[src/rtl/bitset_encoder.sv]
// Sequential N:log2(N) encoder: drains the set bits of an accepted vector as
// binary indices, lowest first. Define BITSET_ENC_LAST_EN to add the out_last port.
module bitset_encoder #(
  parameter int N = 4,
  localparam int W = $clog2(N)
) (
  input  logic         clk,
  input  logic         rst_n,
  input  logic         in_valid,
  output logic         in_ready,
  input  logic [N-1:0] in_vec,
  output logic         out_valid,
  input  logic         out_ready,
`ifdef BITSET_ENC_LAST_EN
  output logic [W-1:0] out_idx,
  output logic         out_last
`else
  output logic [W-1:0] out_idx
`endif
);

  typedef enum logic {IDLE = 1'b0, DRAIN = 1'b1} state_t;

  state_t         r_state, w_state_nxt;
  logic [N-1:0]   r_pend, w_pend_nxt;
  logic [N-1:0]   w_pend_clr;
  logic [W-1:0]   w_idx;
  logic           w_accept, w_fire;

  // Priority scan from the top so the lowest set bit wins; 0 when pend is empty.
  always_comb begin
    w_idx = '0;
    for (int i = N - 1; i >= 0; i--) begin
      if (r_pend[i]) w_idx = W'(i);
    end
  end

  assign w_pend_clr = r_pend & (r_pend - N'(1));
  assign in_ready   = (r_state == IDLE);
  assign out_valid  = (r_state == DRAIN);
  assign out_idx    = w_idx;
  assign w_accept   = in_valid & in_ready;
  assign w_fire     = out_valid & out_ready;

`ifdef BITSET_ENC_LAST_EN
  // Exactly one bit left: clearing the lowest one empties the vector.
  assign out_last = out_valid & (r_pend != '0) & (w_pend_clr == '0);
`endif

  always_comb begin
    w_state_nxt = r_state;
    w_pend_nxt  = r_pend;
    unique case (r_state)
      IDLE: begin
        // An all-zero vector is consumed without producing a beat.
        if (w_accept && (in_vec != '0)) begin
          w_pend_nxt  = in_vec;
          w_state_nxt = DRAIN;
        end
      end
      DRAIN: begin
        if (w_fire) begin
          w_pend_nxt = w_pend_clr;
          if (w_pend_clr == '0) w_state_nxt = IDLE;
        end
      end
      default: begin
        w_state_nxt = IDLE;
        w_pend_nxt  = '0;
      end
    endcase
  end

  always_ff @(posedge clk or negedge rst_n) begin
    if (!rst_n) begin
      r_state <= IDLE;
      r_pend  <= '0;
    end else begin
      r_state <= w_state_nxt;
      r_pend  <= w_pend_nxt;
    end
  end

endmodule

[config.mk]
export PLATFORM = sky130hd
export DESIGN_NAME = bitset_encoder
export DESIGN_NICKNAME = d
export VERILOG_FILES = /design/src/rtl/bitset_encoder.sv
export SDC_FILE = /design/constraint.sdc
export NUM_CORES = 1
export LEC_CHECK = 0
export CAP_MARGIN = 20
export CORE_AREA = 10 10 47 49
export DETAILED_ROUTE_END_ITERATION = 8
export DIE_AREA = 0 0 57 59
export SYNTH_ARGS = -nofsm -noshare
export SYNTH_HDL_FRONTEND = slang
export SYNTH_SLANG_ARGS = --single-unit
[constraint.sdc]
create_clock -name clk -period 2.4 [get_ports clk]
set_input_delay 0.72 -clock clk [delete_from_list [all_inputs] [get_ports clk]]
set_output_delay 0.72 -clock clk [all_outputs]
set_load 0.03 [all_outputs]
* Word-level counts from Yosys, hierarchy flattened *
Cells that the tools add are included.

word-level totals
  flip-flop bits (word level) = 5
  input port bits = 8

cells by class
  $add $sub $neg = 1
  equal/unequal tests = 2
  multiplexer cells = 11
  bitwise gates (word level) = 4
  reduce and logical (&&, ||, !) cells = 4

operator list
  operator                                           number
  two-way mux 2 bit                                  4
  two-way mux 4 bit                                  2
  case mux 4 bit (2 select lines)                    1
  AND 4 bit                                          1
  logical NOT 4 bit                                  1
  != test 2 x 1 -> 1 bit (second input constant)     2
  nonzero test 4 bit                                 1
  subtractor 4 x 1 -> 4 bit (second input constant)  1
  two-way mux 1 bit                                  3
  AND 1 bit                                          2
  case mux 1 bit (2 select lines)                    1
  AND reduction 2 bit                                1
  logical AND 1 bit                                  1
  inverter 1 bit                                     1

* Logic depth before layout (Yosys ltp) *
Gate-level depths: netlist of run 1.

  depth in word-level cells = 6
  mapped depth = 4
  depth with buffers taken out = 3

* Least setup slack after synthesis of run 1 *
No wires, ideal clock.

  kind = register to output
  start point = register r_pend[0]
  end point = output port out_idx[1]
  data arrival time = 1.185 ns
  data required time = 1.680 ns
  setup slack = 0.495 ns
  stages on the path, launching flop included = 3
  buffers on the path = 1
  path through = dfrtp_1 -> buf_6 -> nor3_1

between the ends
  word-level cells in the longest chain between the ends = 1

RTL lines
  item                    line  source
  from (decl)             25    logic [N-1:0] r_pend, w_pend_nxt;
  from (signal assigned)  80    r_pend <= w_pend_nxt;
  two-way mux 2 bit       34    if (r_pend[i]) w_idx = W'(i);
  to (decl)               18    output logic [W-1:0] out_idx

No other way between the ends.

* Final worst setup path of run 1 *
  start point = register r_state (netlist: out_valid)
  end point = output port out_valid

RTL lines
  item                    line  source
  from (decl)             24    state_t r_state, w_state_nxt;
  from (signal assigned)  79    r_state <= w_state_nxt;
  to (decl)               12    output logic out_valid,

No word-level cell between the ends.

==> results of run 1 <==
## cell type report
| class | instances | area [um^2] |
|---|---|---|
| fill | 155 | 920.9 |
| multi-input combinational | 24 | 172.7 |
| clock buffer | 4 | 26.28 |
| inverter | 5 | 18.77 |
| tap | 16 | 20.02 |
| timing repair buffer | 11 | 117.6 |
| sequential | 5 | 125.1 |
## power breakdown
group	switching, mW	internal (mW)
registers	0.0742	0.124
logic	0.186	0.154
clock network	0.0342	0.0628
total	0.294	0.341
## worst max path at each step
stage	start	endpoint	cells past startpoint
2_1_floorplan	r_pend[0]	out_idx[1]	2
3_3_place_gp	r_pend[2]	out_idx[0]	4
3_5_place_dp	r_pend[0]	out_idx[1]	2
4_1_cts	r_pend[2]	out_idx[0]	4
5_1_grt	out_valid	out_valid	1
6_report	out_valid	out_valid	1
## cell usage after synthesis (all sizes together) (2+ instances only)
cell | number | share of area, %
o211ai | 3 | 6.9
inv | 5 | 5.7
nor2 | 2 | 2.3
a21oi | 3 | 4.6
nand2 | 2 | 2.3
o21ai | 2 | 3.1
o221ai | 4 | 11
dfrtp | 5 | 38
## sequential cells by signal, indices dropped and copies added, names as in the netlist
signal,count
r_pend,4
out_valid,1
## metal layers
metal  track usage (%)  vias to the layer above  wire length [um]
li1                  -                      165                 -
met1             6.699                      152               408
met2             7.287                       14               350
met3             6.009                        0               112
met4             1.007                        0                 0
met5                 0                        -                 0
## cell families after synthesis
kind of cell    synth area share [%]
fa+ha+maj                      3.435
compound gates                 33.20
simple gates                   16.03
flops                          38.17
buf+inv                        9.161
## repair_timing
action	CTS	global route
endpoints found under the setup margin	0	3
setup buffers	0	0
resized for setup	0	3
hold buffers	0	0
## stage by stage
stage	hold WS, ps	cells	area (um^2)	utilization, %
finish	646.5	65	480.5	34.29
global route	685.5	65	480.5	34.29
CTS	667.6	65	473.0	33.75
detailed placement	663.6	61	446.7	31.87
global placement	636.1	61	446.7	31.87
floorplan	424.4	35	327.8	-
==> metrics.md, run 1 <==
| Metric | Value |
|---|---|
| Slew Limit Fails | 0 |
| Period utilisation layout | about nine tenths |
| Unrepaired setup endpoints after global routing | false |
| CP Capture Type | output pin |
| WHS Path Cells | 2 |
| Clk pin slew, worst setup/hold paths | 40 ps |
| Max-cap violations | 0 |
| Drt initial violations | 12 |
| Worst Tran Pin Value | between 300 and 400 ps |
| Layout net count | 58 |
| Initial Util | between 20% and 30% |
| Die Height | ~59 um |
| Clock Path Buffers | 2 |
| Area of the die | approximately 3400 um^2 |
| Crit-path slowest cell | clkdlybuf4s50_1 |
| Reg-to-Reg End | out_valid |
| Post-synth EDFFs | 0 |
| H-tree Lvls | 1 |
| Largest net degree at the start of global routing | 10 |
| CP Max Fanout | 7 |
| Cell Pwr Density | between 1000 and 1500 nW/um^2 |
| Initial antenna violation count | 0 |
| Skew-Pair Late Insertion Delay | around 240 ps |
| Setup Total Neg Slack | 0 ps |
| Worst setup SP type | flop |
| Fraction of layout cells with a size suffix above 1 | between 10% and 20% |
| Total GRT Usage | about 5.8% |
| DR vias/cell | ~5.1 |
| TritonCTS buffer count | 3 |
| Syn nets | 43 |
| Core ar. | roughly 1400 um^2 |
| Post-Syn Instances | 35 |
| CTS tree | done |
| Hold/Removal Path Class | flop to flop |
| Routed Antenna Nets | 0 |
| DPL Wire Length | between 600 and 700 um |
| Worst-path cell chain | clkdlybuf4s50_1 |
| Final Critical Period | 2140 ps |
| Min-delay src | r_pend[3] |
| Fmax | roughly 470 MHz |
| Syn Area/Cell | about 9.4 um^2 |
| Sequential cell area fraction in the yosys report | between 30% and 40% |
| CP Class | flop to output pin |
| Layout Skew | between 3 and 4 ps |
| Clock sinks | 5 |
| Yosys Warn Count | 0 |
| Slew headroom | between 70% and 80% |
| Final setup vio count | 0 |
| Rows | 14 |
| I/O pin count | 12 |
| Antenna fix cells | 0 |
| Worst path max stage delay | 720 ps |
| Data arrival, critical path | around 1400 ps |
| Final hold vios | 0 |
| DRC | 0 |
| Reg-to-reg setup timing slack | around 1200 ps |
| Synth unique cells | 18 |
| Via Count | 331 |
| Hold Path End | r_pend[3] |
| Width of the die | approximately 57 um |
| Buf/Inv on CP | 1 |
| Mapped Area | around 330 um^2 |
| Top FF cell, synth | dfrtp_1 |
| Number of global-route vias before repair | 327 |
| TritonRoute pass-1 iters | 4 |
| Root Driver | clkbuf_4 |
| Setup WS pre-CTS | 330.5 ps |
| Routability cong. | 0.7483 |
| Pwr Total | around 640 uW |
| Final wirelength | 871 um |
| CP required | 1680 ps |
| Peak supply drop | 715.1 uV |
| Commonest non-fill, non-tap cell in the layout | clkdlybuf4s50_1 |
| Leak | ~0.22 nW |
| Routed wire per std cell | between 10 and 15 um |
| Most frequent cells in the layout | clkdlybuf4s50_1, inv_1, dfrtp_1, o221ai_1 |
| Final WS setup | ~260 ps |
| Reg2Reg Depth | 3 |
| Family with the most delay on the worst path | buffers and inverters |
| GRT overflow | 0 |
| Status | complete, no violations |
| First-pass GRT wire length | 1511 um |
| Post-synthesis async set-or-reset flop share | between 90% and 100% |
| Seq cells post-synth | 5 |
| RR Startpoint | r_pend[0] |
| Area Growth Syn to Fin | 46.57% |
| Port-buffer cells | 11 |
Note: power is estimated with default switching activity, not from simulation.
==> run 2, diff against run 1 <==
--- a/config.mk
+++ b/config.mk
@@ -6,9 +6,12 @@
 export NUM_CORES = 1
 export LEC_CHECK = 0
 export CAP_MARGIN = 20
-export CORE_AREA = 10 10 47 49
+export CELL_PAD_IN_SITES_DETAIL_PLACEMENT = 1
+export CELL_PAD_IN_SITES_GLOBAL_PLACEMENT = 2
+export CORE_MARGIN = 10
+export CORE_UTILIZATION = 20
 export DETAILED_ROUTE_END_ITERATION = 8
-export DIE_AREA = 0 0 57 59
+export PLACE_DENSITY_LB_ADDON = 0.1
 export SYNTH_ARGS = -nofsm -noshare
 export SYNTH_HDL_FRONTEND = slang
 export SYNTH_SLANG_ARGS = --single-unit
==> constraint.sdc (replaced) <==
create_clock -name clk -period 1.75 [get_ports clk]
set_input_delay 0.525 -clock clk [delete_from_list [all_inputs] [get_ports clk]]
set_output_delay 0.525 -clock clk [all_outputs]
set_load 0.03 [all_outputs]
==> run 2 against run 1 <==
Compared with the run above:
- global-route usage increased by 1.1 points
- die area increased by 8.8%
- sequential power increased by 30%
- worst hold slack got worse by 150 ps
- register-to-register slack got worse by 740 ps
==> metrics.md, run 2 (same netlist as run 1, synthesis figures left out) <==
| Metric | Value |
|---|---|
| Final wirelength | 1108 um (was 871 um) |
| Max FFs per register | 4 (unchanged) |
| WHS | 499.8 ps (was 646.5 ps) |
| Via Count | 353 (was 331) |
| Routed Antenna Nets | 0 (unchanged) |
| Data arrival, critical path | 1140 ps (was 1420 ps) |
| CP Class | flop to output pin (unchanged) |
| CTS tree | done (unchanged) |
| Total GRT Usage | 6.886% (was 5.806%) |
| Register bank with the most flops | r_pend (unchanged) |
| Drt initial violations | 2 (was 12) |
| Width of the die | 60.49 um (was 57 um) |
| DRC | 0 (unchanged) |
| CP Max Fanout | 6 (was 7) |
| Layout Skew | 1.476 ps (was 3.025 ps) |
| DR vias/cell | 5.191 (was 5.092) |
| Root Driver | clkbuf_4 (unchanged) |
| Initial Util | 21.51% (was 23.39%) |
| Routed wire per std cell | 16.29 um (was 13.40 um) |
| Routability cong. | 0.7969 (was 0.7483) |
| Post CTS Setup Buffer Count | 0 (unchanged) |
| CP Capture Type | output pin (unchanged) |
| Die Height | 60.49 um (was 59 um) |
| First-pass GRT wire length | 1863 um (was 1511 um) |
| Slew headroom | 79.17% (was 78.38%) |
| Layout net count | 61 (was 58) |
| Clock Path Buffers | 2 (unchanged) |
| GRT overflow | 0 (unchanged) |
| Area of the die | 3658 um^2 (was 3363 um^2) |
| Peak supply drop | 426.4 uV (was 715.1 uV) |
| TritonRoute pass-1 iters | 4 (unchanged) |
| Final hold vios | 0 (unchanged) |
| Largest net degree at the start of global routing | 8 (was 10) |
| Antenna fix cells | 0 (unchanged) |
| Rows | 14 (unchanged) |
| Most frequent cells in the layout | clkdlybuf4s50_1, buf_4, inv_1, o221ai_1, dfrtp_1 (was clkdlybuf4s50_1, inv_1, dfrtp_1, o221ai_1) |
| Status | complete, no violations (unchanged) |
| Worst setup SP type | flop (unchanged) |
| Clk pin slew, worst setup/hold paths | 40 ps (about the same) |
| Skew-Pair Late Insertion Delay | 240 ps (about the same) |
| CP required | 1220 ps (was 1680 ps) |
| Initial antenna violation count | 0 (unchanged) |
| Placed Cells | 64 (was 61) |
| H-tree Lvls | 1 (unchanged) |
| Clock sinks | 5 (unchanged) |
| Worst Tran Pin Value | 310.1 ps (was 321.9 ps) |
| Core ar. | 1524 um^2 (was 1401 um^2) |
| DPL Wire Length | 906.4 um (was 676.3 um) |
| Crit-path slowest cell | dfrtp_1 (was clkdlybuf4s50_1) |
| Fmax | around 600 MHz |
| Slew Limit Fails | 0 (unchanged) |
| Hold bufs inserted after CTS | 0 (unchanged) |
| Area Growth Syn to Fin | 50.00% (was 46.57%) |
| I/O pin count | 12 (unchanged) |
| Worst path max stage delay | 460 ps (was 720 ps) |
| Commonest non-fill, non-tap cell in the layout | clkdlybuf4s50_1 (unchanged) |
| Cell Pwr Density | 1872 nW/um^2 (was 1322 nW/um^2) |
| Family with the most delay on the worst path | flip-flops (was buffers and inverters) |
| Period utilisation layout | between 90% and 100% |
| Number of global-route vias before repair | 397 (was 327) |
| Hold/Removal Path Class | input port to async pin (was flop to flop) |
| Unrepaired setup endpoints after global routing | false (unchanged) |
| Layout Cells excl Fill | 68 (was 65) |
| Fraction of layout cells with a size suffix above 1 | 26.92% (was 12.24%) |
| Final Critical Period | between 1500 and 2000 ps |
| Port-buffer cells | 11 (unchanged) |
| Worst-path cell chain | nor2_1 -> nor3_1 -> buf_4 (was clkdlybuf4s50_1) |
| Leak | 0.2030 nW (was 0.2228 nW) |
| Final setup vio count | 0 (unchanged) |
| TritonCTS buffer count | 3 (unchanged) |
| Buf/Inv on CP | 1 (unchanged) |
| Max-cap violations | 0 (unchanged) |
## run 2: what timing repair did
item,CTS,global route
cloned,0,0
setup endpoints to repair,1,3
resized for setup,1,2
## run 2: stage by stage
step	worst slack, ps	setup TNS (ps)	utilization (%)	area, um^2	total power [mW]
after floorplan	39.87	0	-	327.8	0.5700
after global placement	12.75	0	30.30	461.7	0.7751
after detailed placement	-15.62	-15.62	30.30	461.7	0.7968
after CTS	62.92	0	31.94	486.7	0.9241
after global routing	24.10	0	32.27	491.7	1.004
final	89.80	0	32.27	491.7	0.9204
## run 2: final cells by class
class,instances,area (um^2)
Fill cell,185,1032
Multi-Input combinational cell,24,172.7
Sequential cell,5,126.4
Timing Repair Buffer,14,123.9
Clock buffer,4,26.28
Inverter,5,22.52
Tap cell,16,20.02
## run 2: final timing paths
| path | from | to | cells after the start | slack, ps |
|---|---|---|---|---|
| hold reg to reg | r_pend[2] | r_pend[2] | 2 | 660 |
| hold / removal | rst_n | r_pend[1] | 1 | 500 |
| setup / recovery | r_pend[3] | out_idx[1] | 3 | 90 |
| max in group asynchronous | rst_n | r_pend[2] | 1 | 1050 |
| min in group clk | r_pend[2] | r_pend[2] | 2 | 660 |
| setup reg to reg | r_pend[0] | out_valid | 4 | 430 |
## run 2: report_power, final
part | internal [mW] | switching, mW
registers | 0.172 | 0.0857
logic | 0.222 | 0.308
clock network | 0.0861 | 0.0460
total | 0.481 | 0.440
## run 2: layer usage
metal  GRT usage (%)  vias to the layer above  share of wire (%)
li1                -                      168                  -
met2           9.853                       11                 47
met3           2.714                        4                6.2
met4           4.702                        0                2.0
met5               0                        -                  0
met1           8.255                      170                 45
==> run 3, diff against run 2 <==
--- a/config.mk
+++ b/config.mk
@@ -9,7 +9,7 @@
 export CELL_PAD_IN_SITES_DETAIL_PLACEMENT = 1
 export CELL_PAD_IN_SITES_GLOBAL_PLACEMENT = 2
 export CORE_MARGIN = 10
-export CORE_UTILIZATION = 20
+export CORE_UTILIZATION = 23
 export DETAILED_ROUTE_END_ITERATION = 8
 export PLACE_DENSITY_LB_ADDON = 0.1
 export SYNTH_ARGS = -nofsm -noshare
==> constraint.sdc (replaced) <==
create_clock -name clk -period 1.7 [get_ports clk]
set_input_delay 0.51 -clock clk [delete_from_list [all_inputs] [get_ports clk]]
set_output_delay 0.51 -clock clk [all_outputs]
set_load 0.03 [all_outputs]
==> run 3 against run 2 <==
Compared with the run above:
- critical path depth is 1 higher
- routed wire length is 5.9% lower
- first-iteration DRC count is 100% higher
- via count is 0.28% higher
- critical endpoint is now out_idx[0]
- sequential power is 5% higher
- power is 0.63% higher
- combinational power is 3% lower
- setup slack worse by 0.91 ps
- worst hold slack worse by 11 ps
- die area is 8.8% lower
- utilization is 4.5 points higher
- largest power group unchanged
- register-to-register slack better by 20 ps
==> metrics.md, run 3 (same netlist as run 1, synthesis figures left out) <==
| Metric | Value |
|---|---|
| Die Height | 57.75 um (was 60.49 um) |
| Fmax | between 600 and 700 MHz |
| CP Class | flop to output pin (unchanged) |
| Rows | 13 (was 14) |
| Metal2 WL | 491 um (was 519 um) |
| Layout Cells excl Fill | 66 (was 68) |
| TritonRoute pass-1 iters | 4 (unchanged) |
| Int Power | 486.3 uW (was 480.6 uW) |
| DRC | 0 (unchanged) |
| WL met1 | 440 um (was 497 um) |
| I/O pin count | 12 (unchanged) |
| Skew-Pair Late Insertion Delay | 240 ps (about the same) |
| Buf/Inv on CP | 2 (was 1) |
| Final wirelength | 1043 um (was 1108 um) |
| H-tree Lvls | 1 (unchanged) |
| Max FFs per register | 4 (unchanged) |
| Commonest non-fill, non-tap cell in the layout | clkdlybuf4s50_1 (unchanged) |
| Slew Limit Fails | 0 (unchanged) |
| Clk pwr share | 15.0% (was 14.4%) |
| Worst path max stage delay | 440 ps (was 460 ps) |
| Leak | 0.1963 nW (was 0.2030 nW) |
| Clock sinks | 5 (unchanged) |
| Combinational share of power | 55.6% (was 57.6%) |
| DR vias/cell | 5.364 (was 5.191) |
| Max-cap violations | 0 (unchanged) |
| Clock Path Buffers | 2 (unchanged) |
| DR top layer | met4 (unchanged) |
| Layout Skew | 3.372 ps (was 1.476 ps) |
| Layout net count | 60 (was 61) |
| Psw | 439.8 uW (about the same) |
| Largest net degree at the start of global routing | 10 (was 8) |
| Routed Antenna Nets | 0 (unchanged) |
| Period utilisation layout | about 95% |
| Layout Utilization | 36.75% (was 32.27%) |
| Fraction of layout cells with a size suffix above 1 | 27.45% (was 26.92%) |
| Width of the die | 57.75 um (was 60.49 um) |
| Initial Util | 24.88% (was 21.51%) |
| Via Count | 354 (was 353) |
| Most frequent cells in the layout | clkdlybuf4s50_1, buf_4, inv_1, o221ai_1 (was clkdlybuf4s50_1, buf_4, inv_1, o221ai_1, dfrtp_1) |
| Cell Pwr Density | 1913 nW/um^2 (was 1872 nW/um^2) |
| Root Driver | clkbuf_4 (unchanged) |
| CP Max Fanout | 7 (was 6) |
| RR Startpoint | out_valid (was r_pend[0]) |
| Hold/Removal Path Class | input port to async pin (unchanged) |
| Final WS setup | 88.89 ps (was 89.80 ps) |
| Data arrival, critical path | 1100 ps (was 1140 ps) |
| Area Growth Syn to Fin | 47.71% (was 50.00%) |
| Total GRT Usage | 6.823% (was 6.886%) |
| WHS | 488.3 ps (was 499.8 ps) |
| Setup WS pre-CTS | -52.54 ps (was -15.62 ps) |
| Worst-path cell chain | inv_1 -> a21oi_1 -> nor2_1 -> buf_4 (was nor2_1 -> nor3_1 -> buf_4) |
| Post CTS Setup Buffer Count | 0 (unchanged) |
| Final hold vios | 0 (unchanged) |
| Core ar. | 1318 um^2 (was 1524 um^2) |
| Unrepaired setup endpoints after global routing | true (was false) |
| Status | complete, no violations (unchanged) |
| Area of the die | 3335 um^2 (was 3658 um^2) |
| Port-buffer cells | 11 (unchanged) |
| DPL Wire Length | 806.2 um (was 906.4 um) |
| Worst Tran Pin Value | 360.8 ps (was 310.1 ps) |
| Clk pin slew, worst setup/hold paths | 40 ps (about the same) |
| Wire length on met3 | 104 um (was 69 um) |
| Launch point of the worst path | r_pend[2] (was r_pend[3]) |
| Drt initial violations | 4 (was 2) |
| Routability cong. | 0.7646 (was 0.7969) |
| Sequential share of power | 29.4% (was 28.0%) |
| Antenna fix cells | 0 (unchanged) |
| Placed Cells | 62 (was 64) |
| CP required | 1190 ps (was 1220 ps) |
| CTS tree | done (unchanged) |
| Worst setup SP type | flop (unchanged) |
| Register bank with the most flops | r_pend (unchanged) |
| Family with the most delay on the worst path | flip-flops (unchanged) |
| Slew headroom | 75.77% (was 79.17%) |
| Peak supply drop | 719.3 uV (was 426.4 uV) |
| CP Capture Type | output pin (unchanged) |
| First-pass GRT wire length | 1773 um (was 1863 um) |
| Final setup vio count | 0 (unchanged) |
| Sw Share | 47.49% (was 47.78%) |
| Routed wire per std cell | 15.80 um (was 16.29 um) |
| Crit-path slowest cell | dfrtp_2 (was dfrtp_1) |
| Number of global-route vias before repair | 412 (was 397) |
| Final Critical Period | between 1500 and 2000 ps |
| Initial antenna violation count | 0 (unchanged) |
| GRT overflow | 0 (unchanged) |
| TritonCTS buffer count | 3 (unchanged) |
## run 3: cell types whose count changed in the layout (fill, tap and decap cells not counted), sizes merged
cell / change
buf: -1
## run 3: final cells by class
cell class / count / area, um^2
Clock buffer: 4 / 26.28
Fill cell: 162 / 833.3
Inverter: 5 / 22.52
Multi-Input combinational cell: 24 / 172.7
Sequential cell: 5 / 127.6
Tap cell: 15 / 18.77
Timing Repair Buffer: 13 / 116.4
## run 3: metrics by stage
stage | TNS [ps] | cell area, um^2 | total power, mW
4_1_cts | 0 | 478.0 | 0.9273
3_3_place_gp | -50.80 | 452.9 | 0.7832
6_report | 0 | 484.2 | 0.9261
5_1_grt | -36.68 | 484.2 | 1.007
3_5_place_dp | -132.8 | 452.9 | 0.7895
2_1_floorplan | 0 | 327.8 | 0.5868
## run 3: power by group through the flow
stage,clock [mW],sequential [mW],combinational [mW]
floorplan,0,0.265,0.322
global placement,0,0.272,0.511
detailed placement,0,0.270,0.519
CTS,0.146,0.269,0.512
global route,0.166,0.288,0.554
finish,0.139,0.272,0.515
## run 3: final timing paths
check                             endpoint  slack [ps]  depth (start not counted)
worst max-delay path            out_idx[0]          90                          4
worst min-delay path             out_valid         490                          1
worst max register to register   r_pend[2]         450                          4
worst min register to register   r_pend[3]         640                          2
max in group asynchronous        r_pend[0]        1000                          1
min in group clk                 r_pend[3]         640                          2
## run 3: metal layers
| layer | up-vias | GRT usage [%] |
|---|---|---|
| li1 | 168 | - |
| met1 | 169 | 6.755 |
| met2 | 15 | 10.28 |
| met3 | 2 | 5.229 |
| met4 | 0 | 3.356 |
| met5 | - | 0 |
## run 3: timing repair
item | 4_1_cts | 5_1_grt
resized for setup | 1 | 3
setup endpoints to repair | 1 | 3
hold buffers | 0 | 0
